File: src/rtl/sm_divider_seq.sv
// Sequential restoring divider for sign-magnitude operands (sign in the MSB).
// One division per start; quotient and remainder are delivered with a done pulse.
module sm_divider_seq #(
  parameter int MAG_W = 2
) (
  input  logic             clk,
  input  logic             rst,
  input  logic             start,
  input  logic [MAG_W:0]   a,
  input  logic [MAG_W:0]   b,
  output logic             busy,
  output logic             done,
  output logic [MAG_W:0]   quot,
  output logic [MAG_W:0]   rem,
  output logic             div_zero,
  output logic [1:0]       dbg_state
);

  // Handshake: start is accepted only on an edge where busy=0; done is a
  // one-cycle pulse and quot/rem/div_zero hold until the next done.
  localparam logic [1:0] S_IDLE = 2'd0;
  localparam logic [1:0] S_CALC = 2'd1;
  localparam logic [1:0] S_FIN  = 2'd2;

  localparam int CNT_W = $clog2(MAG_W + 1);
  localparam logic [CNT_W-1:0] CNT_LOAD = CNT_W'(MAG_W);
  localparam logic [CNT_W-1:0] CNT_LAST = CNT_W'(1);

  logic [1:0]       state_q, state_d;
  logic [MAG_W-1:0] dvd_q, dvd_d;
  logic [MAG_W-1:0] dvs_q, dvs_d;
  logic [MAG_W:0]   part_q, part_d;
  logic [CNT_W-1:0] cnt_q, cnt_d;
  logic             sign_quot_q, sign_quot_d;
  logic             sign_rem_q, sign_rem_d;
  logic [MAG_W:0]   quot_q, quot_d;
  logic [MAG_W:0]   rem_q, rem_d;
  logic             dz_q, dz_d;

  logic [MAG_W:0]   r_shift;
  logic [MAG_W:0]   r_sub;
  logic [MAG_W:0]   r_next;
  logic             ge;
  logic [MAG_W-1:0] q_next;

  // Dividend register doubles as the quotient shift register.
  always_comb begin
    r_shift = {part_q[MAG_W-1:0], dvd_q[MAG_W-1]};
    r_sub   = r_shift - {1'b0, dvs_q};
    ge      = (r_shift >= {1'b0, dvs_q});
    r_next  = ge ? r_sub : r_shift;
    q_next  = {dvd_q[MAG_W-2:0], ge};
  end

  always_comb begin
    state_d     = state_q;
    dvd_d       = dvd_q;
    dvs_d       = dvs_q;
    part_d      = part_q;
    cnt_d       = cnt_q;
    sign_quot_d = sign_quot_q;
    sign_rem_d  = sign_rem_q;
    quot_d      = quot_q;
    rem_d       = rem_q;
    dz_d        = dz_q;
    case (state_q)
      S_IDLE: begin
        if (start) begin
          dvd_d       = a[MAG_W-1:0];
          dvs_d       = b[MAG_W-1:0];
          sign_quot_d = a[MAG_W] ^ b[MAG_W];
          sign_rem_d  = a[MAG_W];
          if (b[MAG_W-1:0] == '0) begin
            quot_d  = {1'b0, {MAG_W{1'b1}}};
            rem_d   = {a[MAG_W] & (|a[MAG_W-1:0]), a[MAG_W-1:0]};
            dz_d    = 1'b1;
            state_d = S_FIN;
          end else begin
            part_d  = '0;
            cnt_d   = CNT_LOAD;
            state_d = S_CALC;
          end
        end
      end
      S_CALC: begin
        part_d = r_next;
        dvd_d  = q_next;
        cnt_d  = cnt_q - CNT_LAST;
        if (cnt_q == CNT_LAST) begin
          // Zero magnitudes never carry a sign bit.
          quot_d  = {sign_quot_q & (|q_next), q_next};
          rem_d   = {sign_rem_q & (|r_next[MAG_W-1:0]), r_next[MAG_W-1:0]};
          dz_d    = 1'b0;
          state_d = S_FIN;
        end
      end
      S_FIN:   state_d = S_IDLE;
      default: state_d = S_IDLE;
    endcase
  end

  always_ff @(posedge clk or posedge rst) begin
    if (rst) begin
      state_q     <= S_IDLE;
      dvd_q       <= '0;
      dvs_q       <= '0;
      part_q      <= '0;
      cnt_q       <= '0;
      sign_quot_q <= 1'b0;
      sign_rem_q  <= 1'b0;
      quot_q      <= '0;
      rem_q       <= '0;
      dz_q        <= 1'b0;
    end else begin
      state_q     <= state_d;
      dvd_q       <= dvd_d;
      dvs_q       <= dvs_d;
      part_q      <= part_d;
      cnt_q       <= cnt_d;
      sign_quot_q <= sign_quot_d;
      sign_rem_q  <= sign_rem_d;
      quot_q      <= quot_d;
      rem_q       <= rem_d;
      dz_q        <= dz_d;
    end
  end

  assign busy      = (state_q != S_IDLE);
  assign done      = (state_q == S_FIN);
  assign quot      = quot_q;
  assign rem       = rem_q;
  assign div_zero  = dz_q;
  assign dbg_state = state_q;

endmodule

File: config.mk
export PLATFORM = sky130hd
export DESIGN_NAME = sm_divider_seq
export DESIGN_NICKNAME = d
export VERILOG_FILES = /design/src/rtl/sm_divider_seq.sv
export SDC_FILE = /design/constraint.sdc
export NUM_CORES = 1
export LEC_CHECK = 0
export CORE_AREA = 2 2 50 52
export CTS_CLUSTER_DIAMETER = 50
export DETAILED_ROUTE_END_ITERATION = 8
export DIE_AREA = 0 0 52 54
export HOLD_SLACK_MARGIN = 0.12
export PLACE_DENSITY = 0.69
export SYNTH_ARGS = -nofsm -noshare
export SYNTH_HDL_FRONTEND = slang
export SYNTH_SLANG_ARGS = --single-unit
File: constraint.sdc
create_clock -name clk -period 1.86 [get_ports clk]
set_input_delay 0.372 -clock clk [delete_from_list [all_inputs] [get_ports clk]]
set_output_delay 0.372 -clock clk [all_outputs]
set_load 0.02 [all_outputs]
# [Yosys cells after proc, flatten, opt, wreduce, memory -nomap -nowiden]
# Cells that the tools add are included.
[op_classes] eq_ne=7 addsub=2 bitwise=4 muxes=25 magnitude_cmp=1 n_reduce_logical=12
[op_table] operator="$mux W2" count=9
[op_table] operator="$mux W3" count=6
[op_table] operator="$pmux W2 S2" count=4
[op_table] operator="$pmux W3 S2" count=2
[op_table] operator="$ne A2 B2 Y1 const B" count=4
[op_table] operator="$reduce_and A2 Y1" count=3
[op_table] operator="$reduce_or A2 Y1" count=3
[op_table] operator="$eq A2 B1 Y1 const B" count=2
[op_table] operator="$logic_not A2 Y1" count=2
[op_table] operator="$reduce_and A4 Y1" count=1
[op_table] operator="$reduce_bool A2 Y1" count=2
[op_table] operator="$and A1 B1 Y1" count=3
[op_table] operator="$ge A3 B2 Y1" count=1
[op_table] operator="$mux W1" count=3
[op_table] operator="$reduce_and A3 Y1" count=1
[op_table] operator="$eq A2 B2 Y1 const B" count=1
[op_table] operator="$pmux W1 S2" count=1
[op_table] operator="$sub A2 B1 Y2 const B" count=1
[op_table] operator="$sub A2 B2 Y2" count=1
[op_table] operator="$xor A1 B1 Y1" count=1
[totals] reg_bits=19 in_bits=9 elab_cells=61

# [Logic depth before layout (Yosys ltp)]
# Gate-level depths: netlist of run 1.
[depth] depth_word=6 depth_mapped=7

# [Worst setup path before layout of run 1]
# OpenSTA, ideal clock, no wires.
[synth_path] path_type="register -> register" from="register state_q[0] (netlist: dbg_state[0])" to="register quot_q[1] (netlist: quot[1])" setup_ns=0.082 path_slack_ns=0.180 path_stages_with_launch=7 t_arrival_ns=1.598 required_ns=1.778 path_cell_list="dfrtp_1 > buf_6 > or4b_4 > a21oi_4 > buf_6 > nor2_1 > a31oi_1"
[synth_between] elab_chain_len=3 word_cells_on_any_way=8 classes_between="4 x eq/ne; 1 x mux; 3 x reduce/logical"
[synth_rtl] item="start: declaration" line="29" rtl="logic [1:0] state_q, state_d;"
[synth_rtl] item="start signal: assignment" line="115" rtl="state_q <= state_d;"
[synth_rtl] item="$eq A2 B1 Y1 / $logic_not A2 Y1 (equally long branches)" line="66" rtl="case (state_q)"
[synth_rtl] item="$ne A2 B2 Y1 (no line) / $reduce_bool A2 Y1 (equally long branches)"
[synth_rtl] item="$reduce_and A4 Y1 (no line)"
[synth_rtl] item="end signal: assignment" line="122" rtl="quot_q <= quot_d;"
[synth_rtl] item="end: declaration" line="36" rtl="logic [MAG_W:0] quot_q, quot_d;"
# Parallel ways exist; a longest one is shown, timed or not.
# A chain may end at the register's enable or synchronous reset.

# [Worst setup path in the final report of run 1]
[layout_path] from="register dvd_q[1]" to="register rem_q[2] (netlist: rem[2])"
[layout_between] elab_chain_len=6 word_cells_on_any_way=7 classes_between="1 x add/sub; 1 x order compare; 3 x mux; 1 x bitwise; 1 x reduce/logical"
[layout_rtl] item="start: declaration" line="30" rtl="logic [MAG_W-1:0] dvd_q, dvd_d;"
[layout_rtl] item="start signal: assignment" line="116" rtl="dvd_q <= dvd_d;"
[layout_rtl] item="$ge A3 B2 Y1 / $sub A2 B2 Y2 (equally long branches)" line="50, 49"
[layout_rtl] item="$mux W2 (*)" line="51" rtl="r_next = ge ? r_sub : r_shift;"
[layout_rtl] item="$reduce_or A2 Y1 (*)" line="92" rtl="rem_d = {sign_rem_q & (|r_next[MAG_W-1:0]), r_next[MAG_W-1:0]};"
[layout_rtl] item="$and A1 B1 Y1 (*)" line="92"
[layout_rtl] item="$mux W3 (*)" line="89" rtl="if (cnt_q == CNT_LAST) begin"
[layout_rtl] item="$pmux W3 S2 (*)" line="66"
[layout_rtl] item="end signal: assignment" line="123" rtl="rem_q <= rem_d;"
[layout_rtl] item="end: declaration" line="37" rtl="logic [MAG_W:0] rem_q, rem_d;"
# Mark *: on every way between the ends. The rest lies on a longest branch, timed or not. The select of a mux whose other input is x is not followed.

==> run metrics, run 1 <==
RD Place Congestion=0.876; overall die width=52 um; die area=2810 sq um; TritonCTS clock tree=done; Post-DRT Antenna Nets=0; Internal Power=1240 uW; outcome=finished clean; switch share=0.432; CTS Buf Count=3; WP data arrival=1.91 ns; Port Buf Inserts=19; final worst-path cycle share=0.930; MaxCap Viol Count=0; ANT cells=0; # rows=18; final worst slack=0.131 ns; Iteration-0 DRC Markers=24; Final setup viols=0; # DRC=0; height of the die=54 um; Tmin final=1.73 ns; Hold Crit Class=input pin to asynchronous set/reset pin; Worst EP required=2.04 ns; DR pass1 iterations=4; NetSw=944 uW; via count=819; clk_skew=0.00266 ns; global-route wire length before repair=3550 um; Total Wirelength=2140 um; endpoint type of the worst setup path=flop; Clock power frac=0.094; Peak Freq=0.578 GHz; H-tree depth=1; gr ovfl total=0; Least-Margin Pin Slew=0.345 ns; gr usage total=0.177; synth unique cells=28; Final Util=0.545; CP max FO=3; ratio of cells with drive above 1 in the final layout=0.150; DR vias/cell=5.22; post-synth top area cell=dfrtp_1; Seq/Total Area, Yosys=0.494; largest net degree at the start of global routing=20; max-slew violation count=0; CP startpoint kind=flop; Area growth syn-to-layout=31.3%; nets=140; RSZ-0062 raised after global routing=no; Max VDD drop=0.797 mV; Overall Power=2190 uW; wire per inst=13.6 um; Comb power frac=0.570; post-synthesis net count=111; Flop pwr share=0.336; Syn. warnings=0; leakage power=0.000588 uW; fin cells=157; Pwr Density=1730 nW/um^2; Final Hold Vio Count=0; DP Worst Slack=-0.139 ns; Initial Util=0.415; Core ar.=2320 sq um; vias in the first global route=822; Cell Area, Synth=962 sq um; postcts setup bufs=0; FF+latch count, synth=19; area share of the largest cell type after synthesis=0.494; initial antenna violation count=0; Synth Instances=99; crit path kind=flop to flop; IO Count=20; Sum Neg Setup Slack=0 ns; Fillers=223; clk_lat worst skew=0.29 ns; clock sink count=19; top cells by area, synth=dfrtp_1 49%, nor2_1 4.7%, nand2_1 4.3%; Final HPWL DP=1700 um; clock root buffer=clkbuf_4; Clk pin slew, worst setup/hold paths=0.11 ns; worst-case clock buffer depth=2; Hold Buf Count CTS=0; Placed Cells=153; Rel. slew slack=0.770; synthesized area per cell=9.72 sq um
==> synthesized netlist by cell type <==
master and n:
a2111oi_0 1, a211oi_1 1, a21o_1 2, a21oi_1 5, a21oi_4 1, a221oi_1 1, a31oi_1 3, buf_2 1
buf_6 2, dfrtp_1 19, ha_1 3, inv_1 8, mux2_2 2, nand2_1 11, nand2b_1 4, nand3_1 1
nor2_1 12, nor2b_1 3, nor3_1 1, o2111ai_1 3, o21ai_0 6, o22ai_1 2, o2bb2ai_1 1, o31a_1 1
o31ai_1 1, or2_2 2, or4b_4 1, xnor2_1 1
==> stage by stage <==
stage	hold slack, ns	area, sq um
finish	0.396	1260
global route	0.418	1260
CTS	0.398	1250
detailed placement	0.520	1220
global placement	0.492	1220
floorplan	0.323	962
==> area by class of cell <==
| cell class | instances | area (sq um) | share of cell area |
|---|---|---|---|
| Sequential cell | 19 | 475 | 0.376 |
| Multi-Input combinational cell | 69 | 440 | 0.349 |
| Inverter | 8 | 30.0 | 0.0238 |
| Timing Repair Buffer | 27 | 254 | 0.201 |
| Tap cell | 30 | 37.5 | 0.0297 |
| Clock buffer | 4 | 26.3 | 0.0208 |
==> metal layers <==
layer	up-vias	part of all wire	global-route usage	wire length, um
met5	-	0	0	0
met4	0	0.0070	0.0658	15
met3	2	0.027	0.0333	57
met2	12	0.50	0.295	1070
met1	398	0.46	0.228	988
li1	407	-	-	-
==> layout by cell type, fill, tap and decap left out, types with 2 or more instances in the layout <==
master / n
o2111ai_1: 3
a21oi_1: 5
buf_4: 8
mux2_2: 2
nand2b_1: 4
or2_2: 2
clkbuf_4: 3
nand2_1: 11
o21ai_0: 6
dfrtp_1: 19
nor2b_1: 3
nor2_1: 12
dlymetal6s2s_1: 2
ha_1: 3
inv_1: 8
a31oi_1: 3
clkdlybuf4s50_1: 16
a21o_1: 2
o22ai_1: 2
==> critical path, stage by stage (launching register included) <==
cell and delay [ns]:
dfrtp_1 0.38, inv_1 0.07, ha_1 0.33, a2111oi_2 0.43
a211oi_2 0.11, o2111ai_1 0.20, nand3_1 0.10
==> power by group through the flow <==
stage	registers (uW)	logic (uW)	clock network, uW
after global placement	728	1160	0
final	734	1250	206
after detailed placement	741	1210	0
after floorplan	806	713	0
after global routing	759	1380	237
after CTS	731	1200	213
==> timing repair <==
item | in CTS | in global routing
endpoints found under the setup margin | 1 | 5
gates resized for setup | 1 | 5
pin swaps | 0 | 0
==> kinds of logic after synthesis <==
logic type      Yosys count  share of synthesized area
simple gates             35                      0.173
compound gates           28                      0.202
flops                    19                      0.494
buf+inv                  11                     0.0598
fa+ha+maj                 3                     0.0390
mux                       2                     0.0234
xor+xnor                  1                    0.00910
==> flip-flops by register name, summed over array words and instances, names as in the netlist, 2 cells and up <==
| name | count |
|---|---|
| cnt_q | 2 |
| dbg_state | 2 |
| dvd_q | 2 |
| dvs_q | 2 |
| part_q | 2 |
| quot | 3 |
| rem | 3 |
==> worst paths after layout <==
check                              start        to  slack, ns  cells after the start
min in group clk                cnt_q[0]  cnt_q[0]       0.53                      1
worst min-delay path                 rst   quot[0]       0.40                      3
max in group asynchronous            rst  dvd_q[1]       1.26                      3
worst min register to register  cnt_q[0]  cnt_q[0]       0.53                      1
worst max register to register  dvd_q[1]    rem[2]       0.13                      6
worst max-delay path            dvd_q[1]    rem[2]       0.13                      6
No activity file was read; power rests on OpenSTA's default activity.
==> inputs of run 2 (changes only) <==
CTS_BUF_LIST = sky130_fd_sc_hd__clkbuf_4   (was not set)
DONT_BUFFER_PORTS = 1   (was not set)
PLACE_DENSITY = 0.57   (was 0.69)
SLEW_MARGIN = 10   (was not set)
==> run 2 against run 1 <==
Net effect: register-to-register slack gained 0.02 ns; utilization shrank 9.8 points; sequential share of layout area grew 8.3 points; clock skew shrank 0.0022 ns; first-iteration DRC count shrank 25%; critical path type unchanged; largest power group unchanged; die area is the same; count of clock-buffer cells in the layout is the same; global-route usage shrank 0.13 points.
==> run metrics, run 2 (synthesized netlist as in run 1, its figures left out) <==
largest net degree at the start of global routing=20 (unchanged); DR vias/cell=5.54 (+6.1%); Port Buf Inserts=0 (-19); Core ar.=2320 sq um (unchanged); via count=742 (-9.4%); nets=117 (-16%); Hold Crit Class=input pin to flop; WL met2=959 um (-11%); Min-Delay Path Depth=2; Post-DRT Antenna Nets=0 (unchanged); fin cells=134 (-15%); height of the die=54 um (unchanged); most frequent cells in the layout=19 x dfrtp_1, 12 x nor2_1, 11 x nand2_1; CP max FO=3 (unchanged); Total Wirelength=2110 um (-1.4%); Iteration-0 DRC Markers=18 (-25%); vias in the first global route=748 (-9.0%); DR pass1 iterations=4 (unchanged); final worst-path cycle share=0.918 (-0.0111); wire per inst=15.7 um (+16%); Worst EP required=2.05 ns (about the same); Clk pin slew, worst setup/hold paths=0.10 ns (about the same); DP Worst Slack=0.166 ns (+0.305 ns); Final HPWL DP=1550 um (-8.6%); clock root buffer=clkbuf_4; leakage power=0.000459 uW (-22%); Initial Util=0.415 (unchanged); endpoint type of the worst setup path=flop; die area=2810 sq um (unchanged); commonest non-fill, non-tap cell in the layout=dfrtp_1; overall die width=52 um (unchanged); Peak Freq=0.585 GHz (+1.2%); H-tree depth=1 (unchanged); gr ovfl total=0 (unchanged); crit path kind=flop to flop; Rel. slew slack=0.521 (-0.249); Top Metal Used=met4; RSZ-0062 raised after global routing=no; Final Hold Vio Count=0 (unchanged); initial antenna violation count=0 (unchanged); # rows=18 (unchanged); Max VDD drop=0.872 mV (+9.4%); Sum Neg Setup Slack=0 ns (unchanged); M1 wire length=949 um (-3.9%); Least-Margin Pin Slew=0.718 ns (+0.373 ns); Register-to-Register Path Depth=6 (unchanged); hold_ws=0.188 ns (-0.207 ns); wire length on met3=159 um (+180%); clock sink count=19 (unchanged); global-route wire length before repair=3560 um (+0.20%); ratio of cells with drive above 1 in the final layout=0.125 (-0.0246); Pwr Density=1870 nW/um^2 (+8.3%); postcts setup bufs=0 (unchanged); Area growth syn-to-layout=7.67%; CTS Buf Count=3 (unchanged); Tmin final=1.71 ns (-0.0206 ns); RD Place Congestion=0.863 (-1.4%); gr usage total=0.175 (-0.00129); TritonCTS clock tree=done; worst-case clock buffer depth=2 (unchanged); Final setup viols=0 (unchanged); clk_lat worst skew=0.29 ns (about the same); outcome=finished clean; ANT cells=0 (unchanged); CP startpoint kind=flop; Overall Power=1940 uW (-11%); final worst slack=0.152 ns (+0.0206 ns); max-slew violation count=0 (unchanged); Placed Cells=129 (-16%); # DRC=0 (unchanged); clk_skew=0.000432 ns (-0.00223 ns); MaxCap Viol Count=0 (unchanged); WP data arrival=1.90 ns (about the same); IO Count=20 (unchanged)
run 2: power breakdown:
group	switching, uW	total, uW	internal [uW]	leakage (uW)
clock	126	224	98.1	0.0000184
combinational	550	914	363	0.000224
sequential	200	803	603	0.000217
total	877	1940	1060	0.000459
run 2: cell type report:
type,count,area [sq um]
clock buffers,4,30.0
well taps,30,37.5
inverters,8,30.0
repair buffers,4,32.5
multi-input cells,69,430
flip-flops and latches,19,475
fillers,222,1280
run 2: metal layers:
metal / vias to the layer above / GRT usage
li1: 357 / -
met1: 347 / 0.245
met2: 31 / 0.268
met3: 7 / 0.0361
met4: 0 / 0.0658
met5: - / 0
run 2: final timing paths:
kind	startpoint	slack (ns)	endpoint
max	dvd_q[1]	0.15	rem[2]
min	b[1]	0.19	dvs_q[1]
max reg2reg	dvd_q[1]	0.15	rem[2]
min reg2reg	cnt_q[0]	0.51	cnt_q[0]
max in group asynchronous	rst	0.79	cnt_q[0]
min in group asynchronous	rst	0.62	quot[1]
run 2: critical path, stage by stage, from the launching register on:
cell and delay (ns):
dfrtp_1 0.39, inv_1 0.07, ha_1 0.32, a2111oi_1 0.40
a211oi_1 0.13, o2111ai_1 0.19, nand3_1 0.09
run 2: stage by stage:
stage	instance area [sq um]	util
floorplan	962	-
global route	1040	0.447
finish	1040	0.447
detailed placement	995	0.429
CTS	1030	0.446
global placement	995	0.429
run 2: what timing repair did:
action	CTS	global route
resized for setup	0	1
hold buffers	1	0
setup endpoints to repair	0	1
endpoints found under the hold margin	19	0
==> inputs of run 3 (changes only) <==
CORE_AREA = 2 2 44 46   (was 2 2 50 52)
DIE_AREA = 0 0 46 48   (was 0 0 52 54)
PLACE_DENSITY = 0.71   (was 0.57)
RECOVER_POWER = 25   (was not set)
==> run 3 against run 2 <==
Net effect: worst hold slack better by 0.0080 ns; die area is 21% lower; wire length is 10% lower; clock skew hardly changed; sequential share of layout area is 1.1 points higher; cell count is 10% lower; largest power group unchanged; critical path type unchanged; first-iteration DRC count is 5.6% higher; count of clock-buffer cells in the layout stayed put; combinational power is 3.5% lower.
==> run metrics, run 3 (synthesized netlist as in run 1, its figures left out) <==
leakage power=0.000454 uW (-1.1%); Max VDD drop=0.873 mV (+0.15%); Placed Cells=115 (-11%); crit path kind=flop to flop; switch share=0.449 (-0.00265); clock sink count=19 (unchanged); wire per inst=15.8 um (+0.53%); clk_lat worst skew=0.29 ns (about the same); worst-case clock buffer depth=2 (unchanged); clk_skew=0.000748 ns (+0.000316 ns); Peak Freq=0.588 GHz (+0.51%); ratio of cells with drive above 1 in the final layout=0.117 (-0.00850); RSZ-0062 raised after global routing=no; fin cells=120 (-10%); critical path endpoint=rem[2]; gr ovfl total=0 (unchanged); MaxCap Viol Count=0 (unchanged); DR pass1 iterations=4 (unchanged); Final setup viols=0 (unchanged); CP startpoint kind=flop; CP peak stage delay=0.40 ns (about the same); Critical Path, Cell by Cell=inv_1 -> ha_1 -> a2111oi_1 -> a211oi_1 -> o2111ai_1 -> nand3_1; Least-Margin Pin Slew=0.714 ns (-0.00383 ns); CTS Buf Count=3 (unchanged); postcts setup bufs=0 (unchanged); Core ar.=1690 sq um (-27%); Comb power frac=0.461 (-0.010); Area growth syn-to-layout=5.20%; # rows=15 (-3); Worst EP required=2.04 ns (about the same); launching point of the worst reg2reg path=dvd_q[1]; R2R setup slack=0.16 ns (about the same); Rel. slew slack=0.523 (+0.00256); outcome=finished clean; Crit-path slowest cell=a2111oi_1; largest net degree at the start of global routing=20 (unchanged); endpoint type of the worst setup path=flop; Worst Setup SP=dvd_q[1]; IO Count=20 (unchanged); via count=716 (-3.5%); Fillers=157 (-29%); ANT cells=0 (unchanged); nets=116 (-0.85%); Clk pin slew, worst setup/hold paths=0.10 ns (about the same); Sum Neg Setup Slack=0 ns (unchanged); DP Worst Slack=0.139 ns (-0.0267 ns); die area=2210 sq um (-21%); Tmin final=1.70 ns (-0.00871 ns); Iteration-0 DRC Markers=19 (+1); overall die width=46 um (-12%); TritonCTS clock tree=done; RD Place Congestion=0.838 (-2.9%); NetSw=858 uW (-2.1%); Hold Crit Class=input pin to flop; H-tree depth=1 (unchanged); Register-to-Register Path Depth=6 (unchanged); Initial Util=0.570 (+0.155); clock root buffer=clkbuf_4; WP data arrival=1.88 ns (-0.02 ns); initial antenna violation count=0 (unchanged); Flop pwr share=0.422 (+0.008); max-slew violation count=0 (unchanged); final worst slack=0.160 ns (+0.00871 ns); Pwr Density=1890 nW/um^2 (+0.78%); reg2reg end=rem[2]; # DRC=0 (unchanged); final worst-path cycle share=0.914 (-0.00468); vias in the first global route=688 (-8.0%); Final Hold Vio Count=0 (unchanged); most frequent cells in the layout=19 x dfrtp_1, 12 x nor2_1, 11 x nand2_1; height of the die=48 um (-11%); gr usage total=0.197 (+0.0210); DR vias/cell=5.97 (+7.8%); Clock power frac=0.117 (+0.002); CP max FO=3 (unchanged); Port Buf Inserts=0 (unchanged); commonest non-fill, non-tap cell in the layout=dfrtp_1; global-route wire length before repair=3060 um (-14%); Multi-input gate area=430 sq um (unchanged); Internal Power=1050 uW (-1.1%); Total Wirelength=1900 um (-10%); Final HPWL DP=1440 um (-7.5%); register area=475 sq um (unchanged); Post-DRT Antenna Nets=0 (unchanged)
[run 3: changes by cell type in the layout (fill, tap and decap cells not counted)]
cell	delta
buf_4	-1
[run 3: critical path, delay by kind of cell, from the launching register on]
kind,cells,cell delay (ns)
buffers and inverters,1,0.07
DFF,1,0.39
and+or+nand+nor,1,0.10
adders and majority gates,1,0.32
AOI/OAI and AO/OA,3,0.71
[run 3: per-layer routing]
layer  vias to the layer above  wire length, um  part of all wire  global-route usage
li1                        355                -                 -                   -
met1                       335              892              0.47               0.282
met2                        24              855              0.45               0.286
met3                         2              134             0.071              0.0528
met4                         0               12            0.0063              0.0686
met5                         -                0                 0                   0
[run 3: layout make-up]
class / instances / share of cell area
clock buffer: 4 / 0.0297
inverter: 8 / 0.0297
multi-input combinational: 69 / 0.425
sequential: 19 / 0.470
tap: 17 / 0.0210
timing repair buffer: 3 / 0.0247
[run 3: how the worst min path moves through the flow]
stage          from           end  slack [ns]  cells past startpoint
2_1_floorplan   rst      cnt_q[0]        0.32                      1
3_3_place_gp    rst  dbg_state[1]        0.41                      1
3_5_place_dp    rst      cnt_q[1]        0.42                      1
4_1_cts        b[1]      dvs_q[1]        0.19                      2
5_1_grt        b[0]      dvs_q[0]        0.20                      1
6_report       b[1]      dvs_q[1]        0.20                      2
[run 3: through the flow]
stage,hold WS [ns],utilization,area (sq um),total power (uW)
3_5_place_dp,0.416,0.575,971,1690
6_report,0.196,0.599,1010,1910
2_1_floorplan,0.323,-,962,1520
3_3_place_gp,0.412,0.575,971,1660
4_1_cts,0.190,0.599,1010,1910
5_1_grt,0.202,0.599,1010,2060
[run 3: timing repair]
item	in CTS	in global routing
hold endpoints to repair	19	0
endpoints found under the setup margin	0	1
gates resized for setup	0	1
hold buffers	1	0
[run 3: power by group through the flow]
stage | clock, uW | sequential, uW | combinational (uW)
2_1_floorplan | 0 | 806 | 713
3_3_place_gp | 0 | 812 | 850
3_5_place_dp | 0 | 817 | 873
4_1_cts | 229 | 808 | 876
5_1_grt | 245 | 831 | 984
6_report | 223 | 806 | 882
